File: src/rtl/busca_binaria_sar_if.sv
// Handshake and comparator bundle for busca_binaria_sar.
// master: requester plus comparator model. slave: the search engine.
interface busca_binaria_sar_if #(
    parameter int WIDTH = 4
);
    localparam int CNT_W = $clog2(WIDTH + 2);

    logic             inicio;
    logic             Igual;
    logic             Menor;
    logic             Maior;
    logic [WIDTH-1:0] Palpite;
    logic [WIDTH-1:0] Resultado;
    logic             ocupado;
    logic             pronto;
    logic             erro;
    logic [CNT_W-1:0] Tentativas;

    modport master (
        output inicio, Igual, Menor, Maior,
        input  Palpite, Resultado, ocupado, pronto, erro, Tentativas
    );

    modport slave (
        input  inicio, Igual, Menor, Maior,
        output Palpite, Resultado, ocupado, pronto, erro, Tentativas
    );
endinterface

File: src/rtl/busca_binaria_sar.sv
// Successive-approximation search that drives a comparator's guess and converges on its hidden target.
// Optional macro CONFIRMA_EN adds a final verification compare of the bit-0-cleared candidate.
//
// state    | meaning
// OCIOSO   | idle, waiting for inicio; outputs of last search held
// TESTE    | one guess per cycle, refine bit k from comparator flags
// CONFIRMA | (CONFIRMA_EN only) verify the candidate chosen at k==0
// FIM      | pronto pulse, then back to OCIOSO
module busca_binaria_sar #(
    parameter int WIDTH = 4
) (
    input  logic               clk,
    input  logic               rst_n,
    busca_binaria_sar_if.slave bus
);
    localparam int CNT_W = $clog2(WIDTH + 2);
    localparam int KW    = (WIDTH > 1) ? $clog2(WIDTH) : 1;
    localparam logic [WIDTH-1:0] ONE = WIDTH'(1);
    localparam logic [WIDTH-1:0] MSB = ONE << (WIDTH - 1);

`ifdef CONFIRMA_EN
    typedef enum logic [1:0] {OCIOSO, TESTE, CONFIRMA, FIM} state_t;
`else
    typedef enum logic [1:0] {OCIOSO, TESTE, FIM} state_t;
`endif

    state_t           state;
    logic [KW-1:0]    k;
    logic [WIDTH-1:0] palpite_q;
    logic [WIDTH-1:0] resultado_q;
    logic             ocupado_q;
    logic             pronto_q;
    logic             erro_q;
    logic [CNT_W-1:0] tent_q;

    logic [WIDTH-1:0] bit_k;
    logic [WIDTH-1:0] bit_km1;
    logic             flags_ok;

    assign bit_k   = ONE << k;
    assign bit_km1 = ONE << (k - KW'(1));

    always_comb begin
        flags_ok = 1'b0;
        case ({bus.Igual, bus.Menor, bus.Maior})
            3'b100, 3'b010, 3'b001: flags_ok = 1'b1;
            default:                flags_ok = 1'b0;
        endcase
    end

    always_ff @(posedge clk or negedge rst_n) begin
        if (!rst_n) begin
            state       <= OCIOSO;
            k           <= '0;
            palpite_q   <= '0;
            resultado_q <= '0;
            ocupado_q   <= 1'b0;
            pronto_q    <= 1'b0;
            erro_q      <= 1'b0;
            tent_q      <= '0;
        end else begin
            pronto_q <= 1'b0;
            case (state)
                OCIOSO: begin
                    if (bus.inicio) begin
                        state       <= TESTE;
                        palpite_q   <= MSB;
                        k           <= KW'(WIDTH - 1);
                        resultado_q <= '0;
                        erro_q      <= 1'b0;
                        tent_q      <= '0;
                        ocupado_q   <= 1'b1;
                    end
                end
                TESTE: begin
                    tent_q <= tent_q + 1'b1;
                    if (!flags_ok) begin
                        erro_q    <= 1'b1;
                        state     <= FIM;
                        ocupado_q <= 1'b0;
                        pronto_q  <= 1'b1;
                    end else if (bus.Igual) begin
                        resultado_q <= palpite_q;
                        state       <= FIM;
                        ocupado_q   <= 1'b0;
                        pronto_q    <= 1'b1;
                    end else if (k != '0) begin
                        // Maior keeps bit k, Menor drops it; either way try bit k-1 next
                        if (bus.Maior)
                            palpite_q <= palpite_q | bit_km1;
                        else
                            palpite_q <= (palpite_q & ~bit_k) | bit_km1;
                        k <= k - KW'(1);
                    end else if (bus.Maior) begin
                        erro_q      <= 1'b1;
                        resultado_q <= palpite_q;
                        state       <= FIM;
                        ocupado_q   <= 1'b0;
                        pronto_q    <= 1'b1;
                    end else begin
`ifdef CONFIRMA_EN
                        palpite_q <= palpite_q & ~ONE;
                        state     <= CONFIRMA;
`else
                        resultado_q <= palpite_q & ~ONE;
                        state       <= FIM;
                        ocupado_q   <= 1'b0;
                        pronto_q    <= 1'b1;
`endif
                    end
                end
`ifdef CONFIRMA_EN
                CONFIRMA: begin
                    tent_q      <= tent_q + 1'b1;
                    resultado_q <= palpite_q;
                    if (!(flags_ok && bus.Igual))
                        erro_q <= 1'b1;
                    state     <= FIM;
                    ocupado_q <= 1'b0;
                    pronto_q  <= 1'b1;
                end
`endif
                FIM: begin
                    state <= OCIOSO;
                end
                default: begin
                    state     <= OCIOSO;
                    ocupado_q <= 1'b0;
                end
            endcase
        end
    end

    assign bus.Palpite    = palpite_q;
    assign bus.Resultado  = resultado_q;
    assign bus.ocupado    = ocupado_q;
    assign bus.pronto     = pronto_q;
    assign bus.erro       = erro_q;
    assign bus.Tentativas = tent_q;
endmodule

File: src/flat_wrapper.sv
// flat-port wrapper written by rule: the top's interface ports become plain ports
module busca_binaria_sar_flat 
#(
    parameter int WIDTH = 4
)
  (clk, rst_n, bus_inicio, bus_Igual, bus_Menor, bus_Maior, bus_Palpite, bus_Resultado, bus_ocupado, bus_pronto, bus_erro, bus_Tentativas);
  busca_binaria_sar_if #(.WIDTH(WIDTH)) bus_i ();
  input  logic clk;
  input  logic rst_n;
  input wire logic [$bits(bus_i.inicio)-1:0] bus_inicio;
  input wire logic [$bits(bus_i.Igual)-1:0] bus_Igual;
  input wire logic [$bits(bus_i.Menor)-1:0] bus_Menor;
  input wire logic [$bits(bus_i.Maior)-1:0] bus_Maior;
  output wire logic [$bits(bus_i.Palpite)-1:0] bus_Palpite;
  output wire logic [$bits(bus_i.Resultado)-1:0] bus_Resultado;
  output wire logic [$bits(bus_i.ocupado)-1:0] bus_ocupado;
  output wire logic [$bits(bus_i.pronto)-1:0] bus_pronto;
  output wire logic [$bits(bus_i.erro)-1:0] bus_erro;
  output wire logic [$bits(bus_i.Tentativas)-1:0] bus_Tentativas;
  assign bus_i.inicio = bus_inicio;
  assign bus_i.Igual = bus_Igual;
  assign bus_i.Menor = bus_Menor;
  assign bus_i.Maior = bus_Maior;
  assign bus_Palpite = bus_i.Palpite;
  assign bus_Resultado = bus_i.Resultado;
  assign bus_ocupado = bus_i.ocupado;
  assign bus_pronto = bus_i.pronto;
  assign bus_erro = bus_i.erro;
  assign bus_Tentativas = bus_i.Tentativas;
  busca_binaria_sar #(.WIDTH(WIDTH)) u_core (.clk(clk), .rst_n(rst_n), .bus(bus_i));
endmodule
File: config.mk
export PLATFORM = sky130hd
export DESIGN_NAME = busca_binaria_sar_flat
export DESIGN_NICKNAME = d
export VERILOG_FILES = /design/src/rtl/busca_binaria_sar_if.sv /design/src/rtl/busca_binaria_sar.sv /design/src/flat_wrapper.sv
export SDC_FILE = /design/constraint.sdc
export NUM_CORES = 1
export LEC_CHECK = 0
export BUFFER_PORTS_ARGS = -buffer_cell sky130_fd_sc_hd__buf_4
export CELL_PAD_IN_SITES_DETAIL_PLACEMENT = 0
export CELL_PAD_IN_SITES_GLOBAL_PLACEMENT = 1
export CORE_UTILIZATION = 44
export DETAILED_ROUTE_END_ITERATION = 10
export GPL_TIMING_DRIVEN = 0
export PLACE_DENSITY = 0.78
export RECOVER_POWER = 50
export SETUP_SLACK_MARGIN = 0.02
export SLEW_MARGIN = 20
export SYNTH_ARGS = -nofsm -noshare
export SYNTH_HDL_FRONTEND = slang
export SYNTH_SLANG_ARGS = --single-unit
File: constraint.sdc
create_clock -name clk -period 2.7 [get_ports clk]
set_input_delay 0.27 -clock clk [delete_from_list [all_inputs] [get_ports clk]]
set_output_delay 0.27 -clock clk [all_outputs]
set_load 0.005 [all_outputs]
==> results of run 1 <==
## power by group
group	internal (mW)	switching, mW	total (mW)
logic	0.198	0.175	0.373
registers	0.349	0.0762	0.426
clock network	0.0823	0.0866	0.169
total	0.630	0.337	0.967
## layout by cell type, fill, tap and decap left out, drive strengths merged, types with 2 or more instances in the layout
cell,instances
nor2,2
nand2,4
clkbuf,12
ha,7
o21bai,2
a21o,2
xnor2,2
or3b,2
o21ai,7
o22ai,2
buf,13
nand3,4
a22o,5
inv,5
a21oi,2
nor3b,3
dfrtp,18
nand2b,2
nor2b,3
## worst max-delay path, delay by kind of cell (launching register included)
family | cells | cell delay [ns]
buffers and inverters | 1 | 0.14
DFF | 1 | 0.43
adders and majority gates | 1 | 0.30
AOI/OAI and AO/OA | 2 | 0.39
and+or+nand+nor | 1 | 0.52
## through the flow
stage / cells / hold slack (ns)
2_1_floorplan: 89 / -0.0256
3_3_place_gp: 133 / 0.152
3_5_place_dp: 133 / 0.152
4_1_cts: 138 / 0.356
5_1_grt: 138 / 0.383
6_report: 138 / 0.352
## worst min path at each step
stage	to	slack, ns	cells after the start
final	u_core.bus.Tentativas[0]	0.35	4
after CTS	u_core.bus.Tentativas[0]	0.36	4
after detailed placement	u_core.bus.Resultado[2]	0.15	1
after global routing	u_core.bus.Tentativas[0]	0.38	4
after global placement	u_core.bus.Resultado[3]	0.15	1
after floorplan	u_core.bus.Palpite[0]	-0.03	0
## cell type report
cell class,count,area (um^2),share of cell area (%)
plain buffers,4,31.3,2.61
clock buffers,4,36.3,3.03
inverters,5,18.8,1.57
multi-input cells,62,494,41.2
flip-flops and latches,18,450,37.6
well taps,27,33.8,2.82
repair buffers,18,134,11.2
## cell families after synthesis
group | count (synthesis)
AO/OA/AOI/OAI | 26
XOR/XNOR | 3
adder cells (fa/ha/maj) | 7
buffers and inverters | 9
flip-flops | 18
multiplexers | 2
AND/OR/NAND/NOR | 24
## per-layer routing
layer	vias up	track usage, %
met5	-	0
met3	4	2.78
met2	14	29.5
li1	371	-
met4	0	10.5
met1	347	25.5
## sequential cells by signal, summed over array words and instances, names as in the netlist
| name | cells |
|---|---|
| u_core.bus.ocupado | 1 |
| u_core.state | 2 |
| u_core.bus.pronto | 1 |
| u_core.bus.erro | 1 |
| u_core.bus.Tentativas | 3 |
| u_core.k | 2 |
| u_core.bus.Palpite | 4 |
| u_core.bus.Resultado | 4 |
## what timing repair did
item | in CTS | in global routing
hold endpoints to repair | 18 | 0
setup endpoints to repair | 0 | 0
resized for setup | 0 | 0
hold buffers | 1 | 0
==> metrics.md, run 1 <==
| Metric | Value |
|---|---|
| Status | complete, no violations |
| CP Launch Type | flip-flop |
| Total chip power | 0.967 mW |
| Syn Inst Count | 89 |
| IO buf count | 17 |
| Worst-Margin Slew | slightly below 1 ns |
| Worst Setup EP | u_core.bus.Resultado[3] |
| WL met3 | 65 um |
| Max Clk Rate | 543 MHz |
| DRT met1 WL | 917 um |
| Yosys top cell by area | dfrtp_1 |
| Initial Util | 48.7% |
| Number of synthesized flops with an enable pin | 0 |
| Setup Buffers After CTS | 0 |
| Main synth FF type | dfrtp_1 |
| Final hold vios | 0 |
| Vias/cell | ~5.3 |
| CTS H-tree depth | 1 |
| Avg Cell Area, Syn | 11.2 um^2 |
| VDD IR max | 456 uV |
| Crit path time final | 1.84 ns |
| Synthesized area | 995 um^2 |
| Multiplexer share of the synthesized area | approximately 2.1% |
| 1st-iter DRT viols | 2 |
| Largest net degree at the start of global routing | 19 |
| Combinational family with the most area after synthesis | compound AO/OA/AOI/OAI gates |
| Skew-Pair Late Insertion Delay | 0.30 ns |
| Max incr delay on CP | ~0.52 ns |
| Routed len/inst | 14.2 um |
| Crit path cell chain | inv_1 -> ha_1 -> or4bb_1 -> o22ai_2 -> a22o_1 |
| Crit Path Max Fanout | 6 |
| Io pins | 20 |
| Tightest Hold Check Type | in -> reg |
| DRT antenna net count | 0 |
| Die Width | 49.5 um |
| Placement Rows | 16 |
| Vias in the first global route | about 730 |
| Worst path arrival time | 2.08 ns |
| Final Max Slew Viols | 0 |
| First-pass GRT wire length | 3.47 mm |
| Commonest cells post-synth | dfrtp_1 (18), ha_1 (7), o21ai_0 (6) |
| Rel. slew slack | 35.8% |
| Post-Route WL | 1.96 mm |
| Die Area | between 2000 and 2500 um^2 |
| Clock buffer depth | 2 |
| GPL Wtd Cong | 0.757 |
| CP Data Required Time | 2.94 ns |
| Yosys reg bits | 18 |
| RR Endpoint | u_core.bus.Resultado[3] |
| Hold_sp | bus_inicio |
| Max-cap violation count | 0 |
| Antenna Cells | 0 |
| CTS tree | done |
| Warnings from Yosys | 0 |
| Seq/Total Area, Yosys | 45.3% |
| DP Area | 1160 um^2 |
| Nets | 125 |
| Distinct cells, synth | 35 |
| Worst Reg-to-Reg Cells | 5 |
| Uppermost routed layer | met4 |
| CTS Sinks | 18 |
| Synth Area in Adders | 8.81% |
| PwrDens | a little over 800 nW/um^2 |
| CTS buffer count | 3 |
| Post-synthesis xor/xnor area fraction | 2.64% |
| Type of the worst setup path | reg -> reg |
| Period utilization | 68.2% |
| GR Overflow Total | 0 |
| Synth async-reset ratio | 100% |
| Post-route DRC | 0 |
| Worst reg-to-reg setup slack | 0.86 ns |
| Via count | roughly 740 |
| Cell with the largest stage delay on the worst path | or4bb_1 |
| GRT Total Usage | 19.1% |
| Top-area cell type share of the netlist area | 45.3% |
| Met2 wire len | 927 um |
| Area contributors post-synth | dfrtp_1 (45%), ha_1 (8.8%), a22o_1 (4.4%) |
| Root Buffer Master | clkbuf_4 |
| Antenna violations before repair | 0 |
| Setup TNS | 0 ns |
| Final critical-path setup slack | 0.859 ns |
| Top-count cell post-synth | dfrtp_1 |
| Core area | 2040 um^2 |
| Dpl ws | 0.874 ns |
| Synth Area in Compound Gates | 19.7% |
| Fillers | 189 |
| CTS clock-pin slew for the worst setup and hold paths | 0.10 ns |
| RSZ-0062 raised after global routing | no |
| CP startpoint | u_core.k[0] |
| R2r startpoint | u_core.k[0] |
| TritonRoute pass-1 iters | 4 |
| Area delta synth->final | 20.5% |
| Setup violators final | 0 |
| Max Clock Skew | approximately 0.0022 ns |
| DP HPWL | 1.44 mm |
| Leakage | 0.559 nW |
| Syn Nets | 102 |
| Util after Layout | 58.7% |
| Die Ht | roughly 50 um |
| Ratio of cells with drive above 1 in the final layout | 27.9% |
| Simple-Gate Fraction of Synth Area | 16.4% |
| Crit. End Element | flip-flop |
| Cell area after layout | 1200 um^2 |
(Power assumes the default switching activity.)
==> run 2: changes to the inputs <==
- CORE_UTILIZATION: 44 -> 41
- PLACE_DENSITY: 0.78 -> 0.73
- clock period: 2.7 -> 1.85 ns (I/O delays scaled with it)
==> run 2 against run 1 <==
Clock skew increased by 0.0044 ns. Sequential power rose by 45%. Cell count grew 1.4%. Setup slack lost 0.75 ns. Utilization fell by 4.2 points. Hold slack worse by 0.072 ns. Register-to-register slack lost 0.75 ns. Highest routed layer unchanged.
==> metrics.md, run 2 (same netlist as run 1, synthesis figures left out) <==
| Metric | Value |
|---|---|
| CTS buffer count | 3 (unchanged) |
| Period utilization | 94.0% (was 68.2%) |
| Routed len/inst | 15.0 um (was 14.2 um) |
| Commonest non-fill, non-tap cell in the layout | dfrtp_1 (unchanged) |
| Clock buffer depth | 2 (unchanged) |
| DP HPWL | 1.54 mm (was 1.44 mm) |
| Leakage | 0.562 nW (was 0.559 nW) |
| CP startpoint | u_core.k[1] (was u_core.k[0]) |
| CP Launch Type | flip-flop (unchanged) |
| Total chip power | 1.45 mW (was 0.967 mW) |
| Final hold slack | 0.280 ns (was 0.352 ns) |
| Worst Reg-to-Reg Cells | 5 (unchanged) |
| Placement Rows | 17 (was 16) |
| Via count | 755 (was 736) |
| Final critical-path setup slack | 0.111 ns (was 0.859 ns) |
| Max Clock Skew | 0.00657 ns (was 0.00218 ns) |
| Dpl ws | -0.00564 ns (was 0.874 ns) |
| Die Width | 51.3 um (was 49.5 um) |
| Ratio of cells with drive above 1 in the final layout | 30.4% (was 27.9%) |
| Vias in the first global route | 767 (was 734) |
| Cell with the largest stage delay on the worst path | or4bb_1 (unchanged) |
| Root Buffer Master | clkbuf_4 (unchanged) |
| Max incr delay on CP | 0.54 ns (was 0.52 ns) |
| Multi-input gate area | 514 um^2 (was 494 um^2) |
| Post-route DRC | 0 (unchanged) |
| Worst reg-to-reg setup slack | 0.11 ns (was 0.86 ns) |
| CP Data Required Time | 2.08 ns (was 2.94 ns) |
| Final hold vios | 0 (unchanged) |
| Setup TNS | 0 ns (unchanged) |
| RR Endpoint | u_core.bus.Resultado[0] (was u_core.bus.Resultado[3]) |
| Max Clk Rate | 575 MHz (was 543 MHz) |
| CTS tree | done (unchanged) |
| CP Depth | 5 (unchanged) |
| Final Max Slew Viols | 0 (unchanged) |
| Die Area | 2630 um^2 (was 2450 um^2) |
| Crit path cell chain | inv_1 -> ha_4 -> or4bb_1 -> o22ai_4 -> a22o_1 (was inv_1 -> ha_1 -> or4bb_1 -> o22ai_2 -> a22o_1) |
| Area delta synth->final | 23.5% (was 20.5%) |
| Cell area after layout | 1230 um^2 (was 1200 um^2) |
| CTS Sinks | 18 (unchanged) |
| Die Ht | 51.3 um (was 49.5 um) |
| IO buf count | 17 (unchanged) |
| Initial Util | 44.1% (was 48.7%) |
| Delay-heaviest family, CP | simple AND/OR/NAND/NOR gates (unchanged) |
| DRT antenna net count | 0 (unchanged) |
| Util after Layout | 54.5% (was 58.7%) |
| Antenna violations before repair | 0 (unchanged) |
| Vias/cell | 5.39 (was 5.33) |
| Skew-Pair Late Insertion Delay | 0.29 ns (was 0.30 ns) |
| Max-cap violation count | 0 (unchanged) |
| 1st-iter DRT viols | 11 (was 2) |
| Core area | 2250 um^2 (was 2040 um^2) |
| Status | complete, no violations (unchanged) |
| Crit Path Max Fanout | 6 (unchanged) |
| Worst path arrival time | 1.97 ns (was 2.08 ns) |
| Worst Setup EP | u_core.bus.Resultado[0] (was u_core.bus.Resultado[3]) |
| Type of the worst setup path | reg -> reg (unchanged) |
| Crit path time final | 1.74 ns (was 1.84 ns) |
| Most frequent cells in the layout | dfrtp_1 (17), buf_4 (12), clkbuf_4 (10), o21ai_0 (6), ha_1 (6) (was dfrtp_1 (18), buf_4 (11), clkbuf_4 (10), ha_1 (7), o21ai_0 (6)) |
| PwrDens | 1180 nW/um^2 (was 807 nW/um^2) |
| First-pass GRT wire length | 3.56 mm (was 3.47 mm) |
| GR Overflow Total | 0 (unchanged) |
| Non-filler instance count after layout | 140 (was 138) |
| Post-Route WL | 2.10 mm (was 1.96 mm) |
| TritonRoute pass-1 iters | 4 (unchanged) |
| Largest net degree at the start of global routing | 19 (unchanged) |
| DP Cell Count | 134 (was 133) |
| Worst Path Buf+Inv | 1 (unchanged) |
| Rel. slew slack | 32.8% (was 35.8%) |
| CTS H-tree depth | 1 (unchanged) |
| RSZ-0062 raised after global routing | no (unchanged) |
| DP Area | 1160 um^2 (about the same) |
| R2r startpoint | u_core.k[1] (was u_core.k[0]) |
| VDD IR max | 709 uV (was 456 uV) |
| Reg area | 452 um^2 (was 450 um^2) |
| Worst-Margin Slew | 1.01 ns (was 0.963 ns) |
| Setup violators final | 0 (unchanged) |
| Tightest Hold Check Type | in -> reg (unchanged) |
| GPL Wtd Cong | 0.773 (was 0.757) |
| Crit. End Element | flip-flop (unchanged) |
| Io pins | 20 (unchanged) |
| Nets | 126 (was 125) |
| GRT Total Usage | 18.5% (was 19.1%) |
| Fillers | 219 (was 189) |
| Antenna Cells | 0 (unchanged) |
| CTS clock-pin slew for the worst setup and hold paths | 0.11 ns (was 0.10 ns) |
run 2: report_power, final:
group	switching [mW]	internal, mW
Clock	0.122	0.120
Combinational	0.282	0.311
Sequential	0.106	0.512
run 2: worst min-delay path: stages:
cell,delay [ns]
buf_4,0.09
o21bai_1,0.11
nand2_1,0.08
o21ai_0,0.07
run 2: area by class of cell:
cell class                 instances  area share (%)
tap                               28            2.85
clock buffer                       4            2.95
timing repair buffer              19            11.5
multi-input combinational         62            41.9
buffer                             4            2.55
sequential                        18            36.8
inverter                           5            1.53
run 2: worst min path at each step:
stage	slack, ns	endpoint	cells past startpoint	startpoint
finish	0.28	u_core.bus.Tentativas[2]	4	bus_inicio
global route	0.30	u_core.bus.Palpite[3]	3	bus_Menor
CTS	0.27	u_core.bus.Tentativas[2]	4	bus_inicio
detailed placement	0.07	u_core.bus.Tentativas[1]	1	rst_n
global placement	0.07	u_core.bus.Tentativas[2]	1	rst_n
floorplan	-0.11	u_core.bus.Palpite[0]	0	rst_n
run 2: what timing repair did:
action                                  4_1_cts  5_1_grt
resized for setup                             1        3
endpoints found under the setup margin        5        7
pin swaps                                     0        0
hold buffers                                  1        0
setup buffers                                 0        1
endpoints found under the hold margin        18        0
run 2: metal layers:
metal  up-vias  track usage [%]  share of wire [%]
met1       368             25.1                 48
met4         0             6.31               0.71
met3         2             2.98                2.9
met2        13             29.8                 48
li1        372                -                  -
met5         -                0                  0
==> run 3: changes to the inputs <==
- REMOVE_ABC_BUFFERS: unset -> 1
==> run 3 against run 2 <==
Largest cell class unchanged. Clock skew is 0.0053 ns lower. First-iteration DRC count is 18% higher. Global-route usage is 1.0 points lower. Cell count is 1.4% lower. Fmax is 0.55% lower. Combinational power is 5.6% lower. Sequential power is 3% higher. Utilization is 0.78 points lower. Critical path type unchanged. Hold slack worse by 0.016 ns. Register-to-register slack hardly changed. Critical endpoint is now u_core.bus.Palpite[1]. Count of clock-buffer cells in the layout stayed put. Power is 0.88% lower.
==> metrics.md, run 3 (same netlist as run 1, synthesis figures left out) <==
| Metric | Value |
|---|---|
| Status | complete, no violations (unchanged) |
| RSZ-0062 raised after global routing | no (unchanged) |
| DP Cell Count | 132 (was 134) |
| Antenna violations before repair | 0 (unchanged) |
| Rel. slew slack | 33.6% (was 32.8%) |
| CTS buffer count | 3 (unchanged) |
| Via count | 770 (was 755) |
| Worst reg-to-reg setup slack | 0.10 ns (was 0.11 ns) |
| Period utilization | 94.5% (was 94.0%) |
| Tightest Hold Check Type | in -> reg (unchanged) |
| Crit. End Element | flip-flop (unchanged) |
| Vias in the first global route | 757 (was 767) |
| Multi-input gate area | 514 um^2 (unchanged) |
| Commonest non-fill, non-tap cell in the layout | dfrtp_1 (unchanged) |
| Post-Route WL | 1.97 mm (was 2.10 mm) |
| Max incr delay on CP | 0.54 ns (about the same) |
| CTS tree | done (unchanged) |
| Cell with the largest stage delay on the worst path | or4b_4 (was or4bb_1) |
| Reg area | 450 um^2 (was 452 um^2) |
| Post-route DRC | 0 (unchanged) |
| Max-cap violation count | 0 (unchanged) |
| Final hold slack | 0.264 ns (was 0.280 ns) |
| CP Data Required Time | 2.02 ns (was 2.08 ns) |
| CTS Sinks | 18 (unchanged) |
| Worst path arrival time | 1.92 ns (was 1.97 ns) |
| Routed len/inst | 14.3 um (was 15.0 um) |
| Max Clock Skew | 0.00132 ns (was 0.00657 ns) |
| Crit Path Max Fanout | 6 (unchanged) |
| Die Width | 51.3 um (unchanged) |
| Ratio of cells with drive above 1 in the final layout | 29.1% (was 30.4%) |
| Antenna Cells | 0 (unchanged) |
| Skew-Pair Late Insertion Delay | 0.29 ns (about the same) |
| GRT Total Usage | 17.5% (was 18.5%) |
| Initial Util | 44.1% (unchanged) |
| Total chip power | 1.44 mW (was 1.45 mW) |
| DP HPWL | 1.44 mm (was 1.54 mm) |
| Crit path time final | 1.75 ns (was 1.74 ns) |
| Fillers | 225 (was 219) |
| VDD IR max | 645 uV (was 709 uV) |
| Final hold vios | 0 (unchanged) |
| Type of the worst setup path | reg -> reg (unchanged) |
| Crit path cell chain | inv_1 -> ha_4 -> or4b_4 -> o21ai_2 -> o221ai_1 (was inv_1 -> ha_4 -> or4bb_1 -> o22ai_4 -> a22o_1) |
| CTS clock-pin slew for the worst setup and hold paths | 0.11 ns (about the same) |
| Non-filler instance count after layout | 138 (was 140) |
| Leakage | 0.549 nW (was 0.562 nW) |
| CP startpoint | u_core.k[1] (unchanged) |
| Root Buffer Master | clkbuf_4 (unchanged) |
| Area delta synth->final | 21.8% (was 23.5%) |
| Worst-Margin Slew | 0.997 ns (was 1.01 ns) |
| Nets | 124 (was 126) |
| Placement Rows | 17 (unchanged) |
| GPL Wtd Cong | 0.785 (was 0.773) |
| DRT antenna net count | 0 (unchanged) |
| Die Ht | 51.3 um (unchanged) |
| CP Launch Type | flip-flop (unchanged) |
| Most frequent cells in the layout | dfrtp_1 (18), buf_4 (12), clkbuf_4 (10), o21ai_0 (6), ha_1 (6) (was dfrtp_1 (17), buf_4 (12), clkbuf_4 (10), o21ai_0 (6), ha_1 (6)) |
| TritonRoute pass-1 iters | 4 (unchanged) |
| Final Max Slew Viols | 0 (unchanged) |
| Setup violators final | 0 (unchanged) |
| GR Overflow Total | 0 (unchanged) |
| IO buf count | 19 (was 17) |
| CTS H-tree depth | 1 (unchanged) |
| Clock buffer depth | 2 (unchanged) |
| First-pass GRT wire length | 3.37 mm (was 3.56 mm) |
| PwrDens | 1190 nW/um^2 (was 1180 nW/um^2) |
| 1st-iter DRT viols | 13 (was 11) |
| Hold_sp | bus_Menor (was bus_inicio) |
| R2r startpoint | u_core.k[1] (unchanged) |
| Delay-heaviest family, CP | simple AND/OR/NAND/NOR gates (unchanged) |
| Max Clk Rate | 572 MHz (was 575 MHz) |
| Io pins | 20 (unchanged) |
| Setup TNS | 0 ns (unchanged) |
| Core area | 2250 um^2 (unchanged) |
| Largest net degree at the start of global routing | 19 (unchanged) |
| Worst Path Buf+Inv | 1 (unchanged) |
| Die Area | 2630 um^2 (unchanged) |
| Vias/cell | 5.58 (was 5.39) |
==> run 3: metal layers <==
layer / track usage, % / vias to the layer above / share of wire (%) / wire length [um]
met2: 27.0 / 15 / 47 / 918
li1: - / 367 / - / -
met5: 0 / - / 0 / 0
met3: 2.68 / 4 / 3.2 / 64
met1: 23.6 / 384 / 49 / 959
met4: 9.01 / 0 / 1.5 / 29
==> run 3: path summary, 6_finish.rpt <==
path / endpoint / depth (start not counted)
worst max-delay path: u_core.bus.Palpite[1] / 5
worst min-delay path: u_core.bus.Palpite[3] / 3
worst max register to register: u_core.bus.Palpite[1] / 5
worst min register to register: u_core.bus.ocupado / 1
max in group asynchronous: u_core.bus.Resultado[2] / 2
min in group asynchronous: u_core.k[1] / 2
==> run 3: repair_timing <==
action,4_1_cts,5_1_grt
endpoints found under the setup margin,6,6
hold buffers,1,0
resized for setup,1,3
buffers inserted,0,1
hold endpoints to repair,18,0
==> run 3: cell type report <==
| type | count | share of cell area (%) |
|---|---|---|
| repair buffers | 21 | 12.9 |
| flip-flops and latches | 18 | 37.2 |
| multi-input cells | 62 | 42.5 |
| well taps | 28 | 2.89 |
| clock buffers | 4 | 3.00 |
| inverters | 5 | 1.55 |
==> run 3: report_power, final <==
group          switching (mW)  internal (mW)  leakage, nW
Combinational           0.257          0.304        0.302
Clock                   0.125          0.120       0.0210
Sequential              0.124          0.510        0.227
==> run 3: tightest hold or removal path, stage by stage <==
cell,delay (ns)
buf_4,0.15
nand4b_1,0.09
a21o_1,0.11
==> run 3: stage by stage <==
stage               cell area (um^2)  utilization [%]  worst slack (ns)
global route                    1210             53.7            0.0236
floorplan                        963                -             0.198
CTS                             1190             52.8            0.0351
detailed placement              1140             50.6          -0.00615
finish                          1210             53.7             0.101
global placement                1140             50.6            0.0130
